File: config.mk
export PLATFORM = sky130hd
export DESIGN_NAME = seg7_scan_decoder
export DESIGN_NICKNAME = d
export VERILOG_FILES = /design/src/rtl/seg7_pkg.sv /design/src/rtl/seg7_sync_filter.sv /design/src/rtl/seg7_scan_decoder.sv
export SDC_FILE = /design/constraint.sdc
export NUM_CORES = 1
export LEC_CHECK = 0
export BUFFER_PORTS_ARGS = -buffer_cell sky130_fd_sc_hd__buf_2
export CAP_MARGIN = 10
export CELL_PAD_IN_SITES_DETAIL_PLACEMENT = 0
export CELL_PAD_IN_SITES_GLOBAL_PLACEMENT = 1
export CORE_MARGIN = 2
export CORE_UTILIZATION = 30
export CTS_CLUSTER_SIZE = 25
export DETAILED_ROUTE_END_ITERATION = 10
export PLACE_DENSITY = 0.55
export SETUP_SLACK_MARGIN = 0.15
export SLEW_MARGIN = 20
export SYNTH_ARGS = -nofsm -noshare
export SYNTH_HDL_FRONTEND = slang
export SYNTH_HIERARCHICAL = 1
export SYNTH_SLANG_ARGS = --single-unit
export TNS_END_PERCENT = 100
File: constraint.sdc
create_clock -name clk -period 2.2 [get_ports clk]
set_clock_uncertainty 0.1 [all_clocks]
set_input_delay 0.11 -clock clk [delete_from_list [all_inputs] [get_ports clk]]
set_output_delay 0.11 -clock clk [all_outputs]
set_load 0.02 [all_outputs]
File: src/rtl/seg7_pkg.sv
// Shared 7-segment glyph constants and the pattern-to-nibble decoder.
package seg7_pkg;

    localparam int unsigned SEG_W    = 7;
    localparam int unsigned NIBBLE_W = 4;

    // Active-low glyphs, bit0 = segment a ... bit6 = segment g
    localparam logic [SEG_W-1:0] SEG7_0     = 7'h40;
    localparam logic [SEG_W-1:0] SEG7_1     = 7'h79;
    localparam logic [SEG_W-1:0] SEG7_2     = 7'h24;
    localparam logic [SEG_W-1:0] SEG7_3     = 7'h30;
    localparam logic [SEG_W-1:0] SEG7_4     = 7'h19;
    localparam logic [SEG_W-1:0] SEG7_5     = 7'h12;
    localparam logic [SEG_W-1:0] SEG7_6     = 7'h02;
    localparam logic [SEG_W-1:0] SEG7_7     = 7'h78;
    localparam logic [SEG_W-1:0] SEG7_8     = 7'h00;
    localparam logic [SEG_W-1:0] SEG7_9     = 7'h18;
    localparam logic [SEG_W-1:0] SEG7_A     = 7'h08;
    localparam logic [SEG_W-1:0] SEG7_B     = 7'h03;
    localparam logic [SEG_W-1:0] SEG7_C     = 7'h46;
    localparam logic [SEG_W-1:0] SEG7_D     = 7'h21;
    localparam logic [SEG_W-1:0] SEG7_E     = 7'h06;
    localparam logic [SEG_W-1:0] SEG7_F     = 7'h0E;
    localparam logic [SEG_W-1:0] SEG7_BLANK = 7'h7F;

    // Decoded digit payload
    typedef struct packed {
        logic                invalid;
        logic [NIBBLE_W-1:0] nibble;
    } seg7_dec_t;

    // Map an active-low pattern back to its hex value; non-glyphs flag invalid
    function automatic seg7_dec_t seg7_to_nibble(input logic [SEG_W-1:0] pat);
        seg7_dec_t d;
        d.invalid = 1'b0;
        d.nibble  = 4'h0;
        case (pat)
            SEG7_0:  d.nibble = 4'h0;
            SEG7_1:  d.nibble = 4'h1;
            SEG7_2:  d.nibble = 4'h2;
            SEG7_3:  d.nibble = 4'h3;
            SEG7_4:  d.nibble = 4'h4;
            SEG7_5:  d.nibble = 4'h5;
            SEG7_6:  d.nibble = 4'h6;
            SEG7_7:  d.nibble = 4'h7;
            SEG7_8:  d.nibble = 4'h8;
            SEG7_9:  d.nibble = 4'h9;
            SEG7_A:  d.nibble = 4'hA;
            SEG7_B:  d.nibble = 4'hB;
            SEG7_C:  d.nibble = 4'hC;
            SEG7_D:  d.nibble = 4'hD;
            SEG7_E:  d.nibble = 4'hE;
            SEG7_F:  d.nibble = 4'hF;
            default: d.invalid = 1'b1;
        endcase
        return d;
    endfunction

endpackage

File: src/rtl/seg7_sync_filter.sv
// Synchronizes the scanned display bus and emits one commit per stable digit.
module seg7_sync_filter
    import seg7_pkg::*;
#(
    parameter int unsigned DIGITS        = 8,
    parameter int unsigned STABLE_CYCLES = 4
) (
    input  logic                                   clk,
    input  logic                                   rst_n,
    input  logic [SEG_W-1:0]                       seg_n,
    input  logic [DIGITS-1:0]                      dig_sel_n,
    output logic                                   commit,
    output logic [((DIGITS > 1) ? $clog2(DIGITS) : 1)-1:0] commit_idx,
    output logic [SEG_W-1:0]                       commit_pat
);

    localparam int unsigned IDX_W   = (DIGITS > 1) ? $clog2(DIGITS) : 1;
    localparam int unsigned CNT_W   = $clog2(STABLE_CYCLES);
    localparam int unsigned CNT_MAX = STABLE_CYCLES - 1;

    logic [SEG_W-1:0]  seg_s1, seg_s2, seg_prev;
    logic [DIGITS-1:0] sel_s1, sel_s2, sel_prev;
    logic [CNT_W-1:0]  cnt, cnt_nx;
    logic [DIGITS-1:0] sel_act_c;
    logic              onehot_c;
    logic              same_c;
    logic              hit_c;
    logic [IDX_W-1:0]  idx_c;

    // Two-flop synchronizer plus previous-sample register
    always_ff @(posedge clk or negedge rst_n) begin
        if (!rst_n) begin
            seg_s1   <= '0;
            seg_s2   <= '0;
            seg_prev <= '0;
            sel_s1   <= '0;
            sel_s2   <= '0;
            sel_prev <= '0;
        end else begin
            seg_s1   <= seg_n;
            seg_s2   <= seg_s1;
            seg_prev <= seg_s2;
            sel_s1   <= dig_sel_n;
            sel_s2   <= sel_s1;
            sel_prev <= sel_s2;
        end
    end

    // Qualification, stability counting and digit index encoding
    always_comb begin
        sel_act_c = ~sel_s2;
        onehot_c  = (sel_act_c != '0) && ((sel_act_c & (sel_act_c - DIGITS'(1))) == '0);
        same_c    = (seg_s2 == seg_prev) && (sel_s2 == sel_prev);
        cnt_nx    = '0;
        hit_c     = 1'b0;
        if (onehot_c && same_c) begin
            if (cnt == CNT_W'(CNT_MAX)) begin
                cnt_nx = cnt;
            end else begin
                cnt_nx = cnt + CNT_W'(1);
                hit_c  = (cnt == CNT_W'(CNT_MAX - 1));
            end
        end
        idx_c = '0;
        for (int i = 0; i < int'(DIGITS); i++) begin
            if (sel_act_c[i]) idx_c = IDX_W'(i);
        end
    end

    // Counter state and registered commit strobe
    always_ff @(posedge clk or negedge rst_n) begin
        if (!rst_n) begin
            cnt        <= '0;
            commit     <= 1'b0;
            commit_idx <= '0;
            commit_pat <= '0;
        end else begin
            cnt        <= cnt_nx;
            commit     <= hit_c;
            commit_idx <= idx_c;
            commit_pat <= seg_s2;
        end
    end

endmodule

File: src/rtl/seg7_scan_decoder.sv
// Decodes a scanned 7-segment bus into frames of hex nibbles with valid/ready output.
module seg7_scan_decoder
    import seg7_pkg::*;
#(
    parameter int unsigned DIGITS        = 8,
    parameter int unsigned STABLE_CYCLES = 4
) (
    input  logic                       clk,
    input  logic                       rst_n,
    input  logic [SEG_W-1:0]           seg_n,
    input  logic [DIGITS-1:0]          dig_sel_n,
    output logic [NIBBLE_W*DIGITS-1:0] value,
    output logic [DIGITS-1:0]          invalid_mask,
    output logic                       frame_valid,
    input  logic                       frame_ready,
    output logic                       overrun
);

    localparam int unsigned IDX_W = (DIGITS > 1) ? $clog2(DIGITS) : 1;
    localparam int unsigned VAL_W = NIBBLE_W * DIGITS;

    logic              commit;
    logic [IDX_W-1:0]  commit_idx;
    logic [SEG_W-1:0]  commit_pat;
    seg7_dec_t         dec_c;

    logic [VAL_W-1:0]  shadow_val, shadow_val_nx;
    logic [DIGITS-1:0] shadow_inv, shadow_inv_nx;
    logic [DIGITS-1:0] captured, captured_nx;
    logic [VAL_W-1:0]  value_nx;
    logic [DIGITS-1:0] invalid_mask_nx;
    logic              frame_valid_nx;
    logic              overrun_nx;
    logic              transfer_c;

    seg7_sync_filter #(
        .DIGITS        (DIGITS),
        .STABLE_CYCLES (STABLE_CYCLES)
    ) u_filter (
        .clk        (clk),
        .rst_n      (rst_n),
        .seg_n      (seg_n),
        .dig_sel_n  (dig_sel_n),
        .commit     (commit),
        .commit_idx (commit_idx),
        .commit_pat (commit_pat)
    );

    // Shadow update, frame transfer and handshake next-state
    always_comb begin
        dec_c           = seg7_to_nibble(commit_pat);
        transfer_c      = (&captured) && (!frame_valid || frame_ready);
        shadow_val_nx   = shadow_val;
        shadow_inv_nx   = shadow_inv;
        captured_nx     = transfer_c ? '0 : captured;
        value_nx        = value;
        invalid_mask_nx = invalid_mask;
        frame_valid_nx  = frame_valid && !frame_ready;
        overrun_nx      = 1'b0;
        if (transfer_c) begin
            value_nx        = shadow_val;
            invalid_mask_nx = shadow_inv;
            frame_valid_nx  = 1'b1;
        end
        if (commit) begin
            shadow_val_nx[NIBBLE_W*int'(commit_idx) +: NIBBLE_W] = dec_c.nibble;
            shadow_inv_nx[commit_idx] = dec_c.invalid;
            captured_nx[commit_idx]   = 1'b1;
            // a commit alongside a transfer starts the next frame, so it never overruns
            overrun_nx = captured[commit_idx] && !transfer_c;
        end
    end

    // Shadow, captured mask and output registers
    always_ff @(posedge clk or negedge rst_n) begin
        if (!rst_n) begin
            shadow_val   <= '0;
            shadow_inv   <= '0;
            captured     <= '0;
            value        <= '0;
            invalid_mask <= '0;
            frame_valid  <= 1'b0;
            overrun      <= 1'b0;
        end else begin
            shadow_val   <= shadow_val_nx;
            shadow_inv   <= shadow_inv_nx;
            captured     <= captured_nx;
            value        <= value_nx;
            invalid_mask <= invalid_mask_nx;
            frame_valid  <= frame_valid_nx;
            overrun      <= overrun_nx;
        end
    end

endmodule

After elaboration in Yosys (flattened, before gate mapping)

Cells that the tools add are included.

Bits in registers: 141
Output and inout port bits: 42
Word-level logic and storage cells: 85

$add $sub $neg: 3
Order comparisons: 2
Eq/ne operators: 20
Shift operators: 2
Muxes and demuxes: 23
Bitwise gates (word level): 3
Reduce and logical (&&, ||, !) cells: 16

Operators with widths:

| kind                                                                     | number |
|---|---|
| 4-bit one-hot mux with 15 select lines                                   | 1 |
| 5-bit negation with 34-bit output                                        | 1 |
| 4-bit by 34-bit variable shift with 32-bit output (first input constant) | 1 |
| 4-bit by 34-bit indexed part select with 32-bit output                   | 1 |
| 32-bit bitwise mux                                                       | 1 |
| 7-bit == test (second input constant)                                    | 4 |
| 7-bit by 5-bit == test with 1-bit output (second input constant)         | 3 |
| 7-bit by 6-bit == test with 1-bit output (second input constant)         | 3 |
| 8-bit 2-to-1 mux                                                         | 2 |
| 16-bit OR reduction                                                      | 1 |
| 7-bit by 2-bit == test with 1-bit output (second input constant)         | 2 |
| 7-bit by 4-bit == test with 1-bit output (second input constant)         | 2 |
| 3-bit 2-to-1 mux                                                         | 4 |
| 8-bit AND                                                                | 1 |
| 8-bit bitwise mux                                                        | 1 |
| 8-bit == test                                                            | 1 |
| 8-bit zero test                                                          | 1 |
| 1-bit 2-to-1 mux                                                         | 8 |
| 2-bit 2-to-1 mux                                                         | 4 |
| 8-bit inverter                                                           | 1 |
| 8-bit OR                                                                 | 1 |
| 8-bit AND reduction                                                      | 1 |
| 8-bit nonzero test                                                       | 1 |
| 8-bit by 1-bit subtractor with 8-bit output (second input constant)      | 1 |
| 13 further kinds                                                         | 22 |

Depth between registers and ports, before layout

Gate-level depths: netlist of the first run.

Depth after elaboration: 8
Gate-level depth with buffers: 9

Cells and area by module

The synthesis of the first run kept the hierarchy.

By module, submodules not included:

| module            | instances | cells an instance | area each (um2) | seq. area each (um2) |
|---|---|---|---|---|
| seg7_scan_decoder | 1         | 330               | 4052.6          | 2252.2 |
| seg7_sync_filter  | 1         | 106               | 1669.1          | 1276.2 |

Least setup slack after synthesis of the first run

OpenSTA, ideal clock, no wires.

Path kind: reg-to-reg
From: reg u_filter/commit_idx[0] in the netlist's numbering
To: reg shadow_val[26]
Setup time: 0.128 ns
Arrival: 2.005 ns
Setup slack: -0.032 ns
Stages on the path, launching flop included: 8
Path buffers: 2
Period minus slack after synthesis: 2.232 ns
Cell sequence: dfrtp_1 -> buf_2 -> inv_1 -> ha_1 -> ha_1 -> or4b_1 -> buf_2 -> mux2_1

Word-level cells in the longest chain between the ends: 3

RTL lines:

| what                                                                                                                               | RTL line                | text |
|---|---|---|
| start, declared                                                                                                                    | seg7_sync_filter.sv:13  | `output logic [((DIGITS > 1) ? $clog2(DIGITS) : 1)-1:0] commit_idx,` |
| start signal, assigned                                                                                                             | seg7_sync_filter.sv:80  | `commit_idx <= idx_c;` |
| 5-bit negation with 34-bit output *                                                                                                | seg7_scan_decoder.sv:66 | `shadow_val_nx[NIBBLE_W*int'(commit_idx) +: NIBBLE_W] = dec_c.nibble;` |
| 4-bit by 34-bit indexed part select with 32-bit output / 4-bit by 34-bit variable shift with 32-bit output (equally long branches) | seg7_scan_decoder.sv:66 |  |
| 32-bit bitwise mux *                                                                                                               | seg7_scan_decoder.sv:66 |  |
| end signal, assigned                                                                                                               | seg7_scan_decoder.sv:85 | `shadow_val <= shadow_val_nx;` |
| end, declared                                                                                                                      | seg7_scan_decoder.sv:27 | `logic [VAL_W-1:0] shadow_val, shadow_val_nx;` |

Every way passes the cells marked *; elsewhere a longest branch is shown, timed or not.
A chain may end at the register's enable or synchronous reset.

Final worst setup path of the first run

From: reg captured[3]
To: reg value[19]

Word-level cells in the longest chain between the ends: 2

RTL lines:

| what                   | RTL line                | text |
|---|---|---|
| start, declared        | seg7_scan_decoder.sv:29 | `logic [DIGITS-1:0] captured, captured_nx;` |
| start signal, assigned | seg7_scan_decoder.sv:87 | `captured <= captured_nx;` |
| 8-bit AND reduction    | seg7_scan_decoder.sv:52 | `transfer_c = (&captured) && (!frame_valid \|\| frame_ready);` |
| 1-bit logical AND      | seg7_scan_decoder.sv:52 |  |
| end signal, assigned   | seg7_scan_decoder.sv:88 | `value <= value_nx;` |
| end, declared          | seg7_scan_decoder.sv:12 | `output logic [NIBBLE_W*DIGITS-1:0] value,` |

No other way between the ends.

==> impl_metrics.csv, run 1 <==
group,metric,value,unit
outcome,run_status,"finished, final reports clean",
critical_path,timing.critical_path.required,2400,ps
finish,final_layout_size_suffix_gt1_frac,0.371,
worst_hold_path,worst_hold_path_type,"in -> async",
route,finalWirelength,12200,um
finish,antennaDiodeCount,0,
route,final_antenna_net_count,0,
synthesis,synth_top_cells_by_area,"sky130_fd_sc_hd__dfrtp_1 62%, sky130_fd_sc_hd__mux2_2 12%, sky130_fd_sc_hd__xor2_1 2.1%",
global_route,antenna_found_initial,0,
synthesis,ys_seq_area_frac,0.617,
timing,tightest_slew,636,ps
floorplan,die-width,142,um
finish,num-fill-cells,1771,
placement,post-place-ws,96.1,ps
cts,clock_pin_transition_on_the_worst_setup_and_hold_timing_paths,60,ps
placement,gp_routability_congestion,0.757,
pwr,irDropWorstVdd,0.533,mV
synthesis,compound_cell_area_share_of_the_yosys_netlist,0.0656,
timing,final.min_clock_period,2010,ps
synthesis,synth_top_area_frac,0.617,
cts,clock_sink_count,141,
synthesis,synth-xor-area-share,0.0230,
route,detailed_routing_iterations_pass_1,5,
pwr,power.static_leakage,3.53,nW
timing,hold-worst-slack,159,ps
critical_path,critPathCaptureType,"flop",
timing,setup-violations-final,0,
timing,max_freq,497,MHz
route,detail_route.wl_per_cell,15.6,um
placement,hpwl,7610,um
synthesis,count_of_flip_flops_with_a_built_in_enable_after_synthesis,0,
critical_path,timing.critical_path.arrival,2210,ps
critical_path,worst_path_largest_cell_delay,570,ps
synthesis,synth_simple_gate_area_frac,0.117,
global_route,grt_max_degree,68,
synthesis,syn_area,0.00572,mm^2
cts,cts_tree,"yes",
pwr,power.density,771,mW/mm^2
global_route,global_route.usage.total,0.125,
floorplan,core-area,0.0187,mm^2
timing,hold_viol,0,
cts,clock_root_buffer_master,"sky130_fd_sc_hd__clkbuf_16",
global_route,via_count_of_the_first_global_routing_pass,3708,
synthesis,synth_top_family_by_area,"multiplexers",
timing,final_max_slew_viol_count,0,
floorplan,placementRows,50,
cts,clock_latency_on_the_worst_skew_pair,420,ps
synthesis,synthFlopType,"sky130_fd_sc_hd__dfrtp_1",
timing,final.setup.tns,0,ps
synthesis,synth_async_sr_flop_share,1.00,
placement,port_buffers,59,
global_route,grt_pass1_wl,19600,um
synthesis,syn_nets,458,
synthesis,postSynthCellCount,436,
critical_path,setup.worst_path.class,"reg -> reg",
synthesis,synth_warnings,6,
synthesis,synth.mux.area_fraction,0.129,
route,vias,3678,
finish,final_util,0.388,
floorplan,top_level_ports,60,
critical_path,sequence_of_cells_on_the_critical_path,"inv_1 -> or4_4 -> a21oi_4 -> buf_12 -> clkbuf_16 -> mux2_2",
floorplan,initial_cell_density_of_the_core,0.306,
critical_path,critical_path.startpoint_type,"flop",
cts,clock_path_buffers,2,
timing,finalCritPeriodShare,0.914,
run,maxCapViolCount,0,
route,dr.first_iter.drc_count,168,
synthesis,synth_top_cell_by_area,"sky130_fd_sc_hd__dfrtp_1",
route,viasPerCell,4.72,
floorplan,floorplan.die_area,0.0202,mm^2
finish,synthToLayoutAreaGrowth,26.8,%
timing,slew_headroom,0.576,
floorplan,fp.dieH,142,um
finish,layout.nets,555,
synthesis,synth-seq-cells,141,
critical_path,timing.critical_path.slowest_stage_cell,"sky130_fd_sc_hd__or4_4",
synthesis,synth_fa_ha_area_frac,0.00875,
critical_path,critical_path_peak_fanout,12,
global_route,grt_overflow_total,0,
route,remaining_drc_errors,0,
cts,tritoncts.num_buffers,17,
synthesis,synth_cell_type_count,57,
timing,finalWorstSetupSlack,189,ps
cts,clock_tree.htree_level_count,4,
synthesis,post_synthesis_average_cell_area,13.1,um^2
timing,rsz0062_at_grt,"true",
==> Yosys cell counts, types with 2 or more instances <==
cell,number
sky130_fd_sc_hd__o211ai_1,4
sky130_fd_sc_hd__nor4bb_1,2
sky130_fd_sc_hd__mux2_1,3
sky130_fd_sc_hd__clkbuf_1,2
sky130_fd_sc_hd__a32oi_1,7
sky130_fd_sc_hd__and4b_1,3
sky130_fd_sc_hd__buf_2,12
sky130_fd_sc_hd__nor2_1,19
sky130_fd_sc_hd__nand3_1,18
sky130_fd_sc_hd__a21oi_1,2
sky130_fd_sc_hd__dfrtp_1,141
sky130_fd_sc_hd__inv_1,24
sky130_fd_sc_hd__nand2_1,18
sky130_fd_sc_hd__nor4b_1,5
sky130_fd_sc_hd__nand4_1,8
sky130_fd_sc_hd__nand2b_1,2
sky130_fd_sc_hd__o31ai_1,7
sky130_fd_sc_hd__a31oi_1,4
sky130_fd_sc_hd__nor2b_1,4
sky130_fd_sc_hd__buf_6,4
sky130_fd_sc_hd__ha_1,4
sky130_fd_sc_hd__nor3_1,7
sky130_fd_sc_hd__and2_1,2
sky130_fd_sc_hd__nand4b_1,2
sky130_fd_sc_hd__o2111ai_1,2
sky130_fd_sc_hd__o22ai_1,2
sky130_fd_sc_hd__o21ai_0,15
sky130_fd_sc_hd__xor2_1,14
sky130_fd_sc_hd__and3_1,4
sky130_fd_sc_hd__mux2_2,61
sky130_fd_sc_hd__and3b_1,3
sky130_fd_sc_hd__buf_4,3
sky130_fd_sc_hd__nor4_1,4
==> metrics by stage <==
step	instance area (um^2)	std cells	total power [W]
after floorplan	5780	436	0.00288
after global routing	7260	779	0.00586
after detailed placement	6380	723	0.00300
after global placement	6380	723	0.00300
after CTS	7100	771	0.00566
final	7260	779	0.00559
==> cells by family (layout without fill, tap and decap cells) <==
kind of cell | count (synthesis) | in the layout
compound gates | 52 | 52
xor+xnor | 15 | 15
fa+ha+maj | 4 | 4
buf+inv | 47 | 156
flops | 141 | 141
mux | 65 | 65
simple gates | 112 | 112
==> power breakdown <==
group / leakage, nW / switching, W / total [W] / internal [W]
clock network: 0.267 / 0.00106 / 0.00261 / 0.00155
registers: 1.83 / 0.0000627 / 0.00272 / 0.00265
logic: 1.43 / 0.000149 / 0.000271 / 0.000122
total: 3.53 / 0.00127 / 0.00559 / 0.00432
==> timing repair <==
action / in CTS / in global routing
gates cloned: 0 / 4
endpoints found under the hold margin: 80 / 0
setup endpoints to repair: 42 / 79
resized for setup: 1 / 11
buffers inserted: 0 / 4
hold buffers: 17 / 0
pin swaps: 0 / 2
==> registers in the layout, indices dropped and copies added (netlist names), 2 cells and up <==
| name | flops |
|---|---|
| shadow_val | 32 |
| u_filter/cnt | 2 |
| u_filter/sel_prev | 8 |
| invalid_mask | 8 |
| u_filter/seg_s2 | 7 |
| value | 32 |
| u_filter/sel_s2 | 8 |
| u_filter/sel_s1 | 8 |
| shadow_inv | 8 |
| u_filter/commit_pat | 7 |
| captured | 8 |
| u_filter/commit_idx | 3 |
| u_filter/seg_s1 | 7 |
==> layer usage <==
layer	global-route usage	vias up	wire length [um]
met1	0.175	1816	5950
met3	0.0397	17	456
met4	0.0600	0	274
met5	0	-	0
li1	-	1763	-
met2	0.174	82	5470
==> final cells by class <==
class,instances,area [um^2],share of cell area
Sequential cell,141,3530,0.487
Multi-Input combinational cell,248,2030,0.279
Timing Repair Buffer,101,766,0.106
Tap cell,234,293,0.0403
Clock inverter,10,65.1,0.00897
Clock buffer,21,480,0.0662
Inverter,24,90.1,0.0124
==> placed cells by master (no fill, tap or decap), types with 3 or more instances in the layout <==
| cell type | netlist | routed |
|---|---|---|
| sky130_fd_sc_hd__clkinvlp_4 | 0 | 3 |
| sky130_fd_sc_hd__xor2_1 | 14 | 14 |
| sky130_fd_sc_hd__nor2_1 | 19 | 18 |
| sky130_fd_sc_hd__buf_4 | 3 | 17 |
| sky130_fd_sc_hd__and3_1 | 4 | 4 |
| sky130_fd_sc_hd__clkinv_2 | 0 | 5 |
| sky130_fd_sc_hd__and3b_1 | 3 | 3 |
| sky130_fd_sc_hd__buf_2 | 12 | 58 |
| sky130_fd_sc_hd__dfrtp_2 | 0 | 5 |
| sky130_fd_sc_hd__clkbuf_16 | 0 | 20 |
| sky130_fd_sc_hd__nand4_1 | 8 | 8 |
| sky130_fd_sc_hd__nor4b_1 | 5 | 3 |
| sky130_fd_sc_hd__mux2_2 | 61 | 61 |
| sky130_fd_sc_hd__nor3_1 | 7 | 7 |
| sky130_fd_sc_hd__nor2b_1 | 4 | 4 |
| sky130_fd_sc_hd__o211ai_1 | 4 | 4 |
| sky130_fd_sc_hd__clkbuf_8 | 0 | 4 |
| sky130_fd_sc_hd__nand3_1 | 18 | 18 |
| sky130_fd_sc_hd__a32oi_1 | 7 | 7 |
| sky130_fd_sc_hd__o21ai_0 | 15 | 15 |
| sky130_fd_sc_hd__dlygate4sd3_1 | 0 | 17 |
| sky130_fd_sc_hd__o31ai_1 | 7 | 7 |
| sky130_fd_sc_hd__nand2_1 | 18 | 18 |
| sky130_fd_sc_hd__a31oi_1 | 4 | 4 |
| sky130_fd_sc_hd__dfrtp_1 | 141 | 136 |
| sky130_fd_sc_hd__inv_1 | 24 | 22 |
| sky130_fd_sc_hd__buf_12 | 0 | 4 |
| sky130_fd_sc_hd__mux2_4 | 1 | 3 |
| sky130_fd_sc_hd__nor4_1 | 4 | 4 |
==> worst paths after layout <==
path	from	endpoint	slack, ps	cells after the start
max	captured[3]	value[19]	190	6
min	rst_n	shadow_inv[2]	160	2
max reg2reg	captured[3]	value[19]	190	6
min reg2reg	u_filter/sel_s1[2]	u_filter/sel_s2[2]	250	0
max in group asynchronous	rst_n	value[10]	1190	3
min in group clk	dig_sel_n[4]	u_filter/sel_s1[4]	230	2
==> worst max-delay path, delay by kind of cell (launching register included) <==
kind                   cells  cell delay, ps
AO/OA/AOI/OAI              1             150
buffers and inverters      3             390
flip-flops                 1             350
multiplexers               1             330
AND/OR/NAND/NOR            1             570
(Power assumes the default switching activity.)
==> run 2, diff against run 1 <==
--- a/config.mk
+++ b/config.mk
@@ -13,7 +13,7 @@
 export CORE_UTILIZATION = 30
 export CTS_CLUSTER_SIZE = 25
 export DETAILED_ROUTE_END_ITERATION = 10
-export PLACE_DENSITY = 0.55
+export PLACE_DENSITY = 0.53
 export SETUP_SLACK_MARGIN = 0.15
 export SLEW_MARGIN = 20
 export SYNTH_ARGS = -nofsm -noshare
==> constraint.sdc (replaced) <==
create_clock -name clk -period 2.3 [get_ports clk]
set_clock_uncertainty 0.1 [all_clocks]
set_input_delay 0.115 -clock clk [delete_from_list [all_inputs] [get_ports clk]]
set_output_delay 0.115 -clock clk [all_outputs]
set_load 0.02 [all_outputs]
==> run 2 against run 1 <==
Sequential share of layout area is 0.57 points higher. Sequential cell count stayed put. Critical endpoint is now value[4]. Register-to-register slack better by 50 ps. Global-route usage is 0.20 points higher. Sequential power is 5% lower. First-iteration DRC count is 16% higher. Total power is 2.4% higher. Non-clock buffer count is 7 lower. Worst hold slack worse by 55 ps. Count of clock-buffer cells in the layout is 1 higher. Core utilization is 0.52 points lower.
==> impl_metrics.csv, run 2 (same netlist as run 1, synthesis figures left out) <==
group,metric,value,unit
outcome,run_status,"finished, final reports clean",
global_route,antenna_found_initial,0,
critical_path,terminus_of_the_critical_flop_to_flop_path,"value[4]",
cts,clock_root_buffer_master,"sky130_fd_sc_hd__clkbuf_16",
critical_path,timing.critical_path.max_delay_family,"simple AND/OR/NAND/NOR gates",
pwr,power.combinational.fraction,0.043,
global_route,global_route.usage.total,0.127,
pwr,seq_power_share,0.453,
pwr,power_report.internal_total,0.00449,W
global_route,grt_max_degree,56,
route,final_antenna_net_count,0,
critical_path,timing.critical_path.arrival,2260,ps
route,remaining_drc_errors,0,
critical_path,critical_path.startpoint_type,"flop",
finish,most-common-layout-cells,"141 x sky130_fd_sc_hd__dfrtp_1, 61 x sky130_fd_sc_hd__mux2_2, 58 x sky130_fd_sc_hd__buf_2, 24 x sky130_fd_sc_hd__inv_1, 19 x sky130_fd_sc_hd__nor2_1",
finish,final_layout_size_suffix_gt1_frac,0.338,
timing,finalCritPeriodShare,0.898,
critical_path,timing.critical_path.required,2500,ps
timing,max_freq,484,MHz
timing,final.setup.tns,0,ps
cts,cts_tree,"yes",
route,viasPerCell,4.67,
timing,hold_viol,0,
global_route,grt_pass1_wl,19800,um
pwr,sw_frac_of_total,0.216,
timing,setup-violations-final,0,
global_route,via_count_of_the_first_global_routing_pass,3814,
critical_path,worstRegToRegCells,5,
finish,num-fill-cells,1796,
critical_path,r2r-start,"captured[7]",
timing,final.min_clock_period,2070,ps
pwr,switching_power,0.00124,W
pwr,clockPowerShare,0.504,
global_route,grt_overflow_total,0,
pwr,power.static_leakage,3.51,nW
critical_path,timing.critical_path.slowest_stage_cell,"sky130_fd_sc_hd__or4_4",
critical_path,setup.reg_to_reg.worst_slack,230,ps
floorplan,top_level_ports,60,
floorplan,fp.dieH,142,um
pwr,irDropWorstVdd,0.536,mV
critical_path,worst_path_largest_cell_delay,530,ps
floorplan,die-width,142,um
cts,tritoncts.num_buffers,17,
route,detailed_routing_iterations_pass_1,4,
floorplan,initial_cell_density_of_the_core,0.306,
cts,clock_tree.htree_level_count,4,
cts,cts_setup_buffers,0,
finish,register_area,0.00353,mm^2
cts,clock_pin_transition_on_the_worst_setup_and_hold_timing_paths,60,ps
floorplan,core-area,0.0187,mm^2
floorplan,floorplan.die_area,0.0202,mm^2
route,dr.first_iter.drc_count,195,
floorplan,placementRows,50,
placement,port_buffers,59,
pwr,power.density,800,mW/mm^2
pwr,total_power_consumption_of_the_routed_design,0.00573,W
timing,tightest_slew,507,ps
timing,slew_headroom,0.662,
finish,synthToLayoutAreaGrowth,25.1,%
critical_path,critical_path_peak_fanout,49,
finish,layout_commonest_cell,"sky130_fd_sc_hd__dfrtp_1",
finish,layout.nets,548,
finish,reg_top3,"shadow_val (32), value (32)",
cts,clock_latency_on_the_worst_skew_pair,420,ps
finish,antennaDiodeCount,0,
run,maxCapViolCount,0,
route,finalWirelength,11700,um
critical_path,timing.critical_path.depth,5,
route,detail_route.wl_per_cell,15.1,um
timing,final_max_slew_viol_count,0,
worst_hold_path,worst_hold_path_type,"in -> async",
critical_path,sequence_of_cells_on_the_critical_path,"nand4_1 -> or4_4 -> a21oi_4 -> buf_12 -> mux2_2",
finish,multi_input_area,0.00199,mm^2
cts,clock_path_buffers,2,
cts,clock_sink_count,141,
critical_path,cp_num_buf_inv,1,
timing,hold-worst-slack,104,ps
placement,gp_routability_congestion,0.742,
route,vias,3607,
timing,rsz0062_at_grt,"true",
critical_path,critPathCaptureType,"flop",
critical_path,setup.worst_path.class,"reg -> reg",
placement,hpwl,7790,um
==> run 2: cell type report <==
class / instances / share of cell area
well taps: 234 / 0.0409
clock buffers: 22 / 0.0690
repair buffers: 94 / 0.0882
inverters: 24 / 0.0126
clock inverters: 9 / 0.0183
flip-flops and latches: 141 / 0.493
multi-input cells: 248 / 0.278
==> run 2: layer usage <==
layer,up-vias,wire length [um],part of all wire,GRT usage
met1,1765,5700,0.49,0.168
met3,17,408,0.035,0.0316
li1,1753,-,-,-
met5,-,0,0,0
met2,72,5360,0.46,0.199
met4,0,209,0.018,0.0542
==> run 2: how the worst max path moves through the flow <==
stage	start	end	slack, ps
floorplan	u_filter/commit_idx[1]	shadow_val[26]	150
global placement	u_filter/commit_idx[1]	shadow_val[27]	220
detailed placement	u_filter/commit_idx[1]	shadow_val[26]	140
CTS	u_filter/commit_pat[1]	shadow_val[27]	200
global route	u_filter/commit_pat[0]	shadow_inv[5]	130
finish	captured[7]	value[4]	230
==> run 2: through the flow <==
step / setup slack (ps) / instance area, um^2 / utilization / instances
finish: 234 / 7160 / 0.383 / 772
global route: 126 / 7160 / 0.383 / 772
CTS: 196 / 7150 / 0.382 / 772
detailed placement: 140 / 6350 / 0.340 / 724
global placement: 225 / 6350 / 0.340 / 724
floorplan: 150 / 5760 / - / 436
==> run 2: power by group through the flow <==
| stage | Clock [W] | Sequential, W | Combinational (W) |
|---|---|---|---|
| final | 0.00288 | 0.00259 | 0.000248 |
| after global routing | 0.00308 | 0.00260 | 0.000281 |
| after CTS | 0.00297 | 0.00259 | 0.000253 |
| after detailed placement | 0 | 0.00264 | 0.000229 |
| after global placement | 0 | 0.00264 | 0.000225 |
| after floorplan | 0 | 0.00262 | 0.000136 |
==> run 2: timing repair <==
action / 4_1_cts / 5_1_grt
setup endpoints to repair: 2 / 15
hold buffers: 17 / 0
endpoints found under the hold margin: 73 / 0
gates resized for setup: 1 / 2
pin swaps: 0 / 0
==> run 3, diff against run 2 <==
--- a/config.mk
+++ b/config.mk
@@ -7,13 +7,12 @@
 export LEC_CHECK = 0
 export BUFFER_PORTS_ARGS = -buffer_cell sky130_fd_sc_hd__buf_2
 export CAP_MARGIN = 10
-export CELL_PAD_IN_SITES_DETAIL_PLACEMENT = 0
-export CELL_PAD_IN_SITES_GLOBAL_PLACEMENT = 1
 export CORE_MARGIN = 2
 export CORE_UTILIZATION = 30
 export CTS_CLUSTER_SIZE = 25
 export DETAILED_ROUTE_END_ITERATION = 10
-export PLACE_DENSITY = 0.53
+export GPL_TIMING_DRIVEN = 0
+export PLACE_DENSITY = 0.45
 export SETUP_SLACK_MARGIN = 0.15
 export SLEW_MARGIN = 20
 export SYNTH_ARGS = -nofsm -noshare
==> run 3 against run 2 <==
Critical path depth is 3 higher. Setup slack lost 87 ps. Global-route usage down 0.23 points. Core utilization is 0.87 points higher. Critical path type unchanged. Wire length rose by 0.29%. Total power down 5.5%. Via count increased by 3.2%. Count of clock-buffer cells in the layout down 1. Largest power group is now registers. Sequential share of layout area fell by 1.1 points. Sequential power hardly changed. Combinational power grew 15%. Largest cell class unchanged. Maximum frequency down 4.0%.
==> impl_metrics.csv, run 3 (same netlist as run 1, synthesis figures left out) <==
group,metric,value,unit
finish,layout_commonest_cell,"sky130_fd_sc_hd__dfrtp_1",
cts,clock_latency_on_the_worst_skew_pair,410,ps
floorplan,fp.dieH,142,um
global_route,grt_pass1_wl,19500,um
cts,tritoncts.num_buffers,17,
finish,layout.nets,571,
floorplan,die-width,142,um
critical_path,critPathCaptureType,"flop",
cts,clock_pin_transition_on_the_worst_setup_and_hold_timing_paths,60,ps
finish,final_standard_cell_count_with_taps_included_and_fillers_excluded,795,
pwr,power.density,739,mW/mm^2
cts,clock_root_buffer_master,"sky130_fd_sc_hd__clkbuf_16",
floorplan,placementRows,50,
critical_path,r2r-start,"u_filter/commit_idx[0]",
route,top_signal_layer_used,"met4",
floorplan,floorplan.die_area,0.0202,mm^2
finish,antennaDiodeCount,0,
critical_path,setup.worst_path.class,"reg -> reg",
pwr,power.static_leakage,3.61,nW
placement,place_area,0.00639,mm^2
route,met2RoutedLength,5630,um
floorplan,top_level_ports,60,
timing,tightest_slew,541,ps
route,final_antenna_net_count,0,
cts,clock_path_buffers,2,
critical_path,timing.critical_path.arrival,2350,ps
timing,rsz0062_at_grt,"true",
critical_path,setup.reg_to_reg.worst_slack,150,ps
cts,cts_tree,"yes",
route,detailed_routing_iterations_pass_1,5,
placement,port_buffers,59,
cts,clock_tree.htree_level_count,4,
finish,synthToLayoutAreaGrowth,28.0,%
critical_path,worst_path_largest_cell_delay,550,ps
critical_path,timing.critical_path.depth,8,
route,finalWirelength,11700,um
finish,register_area,0.00353,mm^2
global_route,grt_overflow_total,0,
route,remaining_drc_errors,0,
critical_path,cp_num_buf_inv,3,
route,viasPerCell,4.68,
timing,max_freq,464,MHz
finish,stdcell_area,0.00732,mm^2
run,maxCapViolCount,0,
global_route,global_route.usage.total,0.125,
floorplan,core-area,0.0187,mm^2
timing,hold_viol,0,
critical_path,sequence_of_cells_on_the_critical_path,"buf_6 -> inv_4 -> ha_4 -> ha_4 -> nand2b_4 -> or4b_4 -> buf_6 -> mux2_4",
timing,setup-violations-final,0,
critical_path,critical_path_peak_fanout,5,
critical_path,timing.critical_path.max_delay_family,"simple AND/OR/NAND/NOR gates",
placement,gp_routability_congestion,0.812,
finish,most-common-layout-cells,"141 x sky130_fd_sc_hd__dfrtp_1, 67 x sky130_fd_sc_hd__buf_2, 61 x sky130_fd_sc_hd__mux2_2, 22 x sky130_fd_sc_hd__inv_1, 19 x sky130_fd_sc_hd__buf_4",
critical_path,timing.critical_path.required,2500,ps
timing,slew_headroom,0.639,
route,vias,3722,
critical_path,timing.critical_path.slowest_stage_cell,"sky130_fd_sc_hd__or4b_4",
critical_path,critical_path.startpoint_type,"flop",
finish,final_layout_size_suffix_gt1_frac,0.378,
cts,clock_sink_count,141,
finish,num-fill-cells,1781,
worst_hold_path,worst_hold_path_type,"in -> async",
finish,reg_top3,"shadow_val (32), value (32)",
placement,post-place-cells,730,
global_route,antenna_found_initial,0,
timing,final.min_clock_period,2150,ps
global_route,via_count_of_the_first_global_routing_pass,3667,
route,dr.first_iter.drc_count,197,
route,detail_route.wl_per_cell,14.7,um
critical_path,setup.worst_path.end,"shadow_val[26]",
pwr,irDropWorstVdd,0.488,mV
critical_path,worstRegToRegCells,8,
finish,multi_input_area,0.00204,mm^2
route,wl_met1,5590,um
timing,finalCritPeriodShare,0.936,
critical_path,terminus_of_the_critical_flop_to_flop_path,"shadow_val[26]",
floorplan,initial_cell_density_of_the_core,0.306,
critical_path,timing.critical_path.from,"u_filter/commit_idx[0]",
outcome,run_status,"finished, final reports clean",
route,met3WireLength,411,um
global_route,grt_max_degree,75,
placement,hpwl,7620,um
timing,final_max_slew_viol_count,0,
[run 3: cell types whose count changed in the layout (fill, tap and decap cells not counted), moves of 3 or more]
cell	change
sky130_fd_sc_hd__buf_2	+9
sky130_fd_sc_hd__buf_6	+6
sky130_fd_sc_hd__buf_4	+3
sky130_fd_sc_hd__clkbuf_1	+3
sky130_fd_sc_hd__clkbuf_8	-3
sky130_fd_sc_hd__clkinvlp_4	+3
[run 3: stage by stage]
step                worst slack, ps  TNS (ps)   util  total power, W  hold slack (ps)
floorplan                       150         0      -         0.00275             -281
global placement              -1000   -140370  0.340         0.00285              123
detailed placement            -15.8     -35.9  0.342         0.00287             9.18
CTS                             158         0  0.384         0.00550              142
global route                   85.7         0  0.392         0.00568              180
finish                          147         0  0.392         0.00541              132
[run 3: worst min path at each step]
stage                  start            endpoint  slack (ps)  cells after the start
floorplan              rst_n         captured[0]        -280                      0
global placement    seg_n[0]  u_filter/seg_s1[0]         120                      1
detailed placement     rst_n     invalid_mask[0]           9                      1
CTS                    rst_n     invalid_mask[0]         140                      2
global route           rst_n     invalid_mask[0]         180                      2
finish                 rst_n     invalid_mask[0]         130                      2
[run 3: what timing repair did]
action | 4_1_cts | 5_1_grt
endpoints found under the setup margin | 28 | 59
pin swaps | 4 | 6
hold buffers | 17 | 0
hold endpoints to repair | 83 | 0
resized for setup | 8 | 15
buffers inserted | 4 | 13
[run 3: power by group]
| part | leakage, nW | internal (W) | switching (W) |
|---|---|---|---|
| combinational | 1.50 | 0.000122 | 0.000163 |
| clock | 0.266 | 0.00154 | 0.00101 |
| sequential | 1.84 | 0.00254 | 0.0000434 |
| total | 3.61 | 0.00420 | 0.00122 |
[run 3: area by class of cell]
type	count	area share
well taps	234	0.0400
flip-flops and latches	141	0.482
multi-input cells	248	0.279
repair buffers	94	0.0878
clock buffers	21	0.0629
inverters	24	0.0126
plain buffers	23	0.0239
clock inverters	10	0.0123
[run 3: layer usage]
layer | up-vias | global-route usage
li1 | 1788 | -
met1 | 1849 | 0.166
met2 | 78 | 0.194
met3 | 7 | 0.0387
met4 | 0 | 0.0400
met5 | - | 0
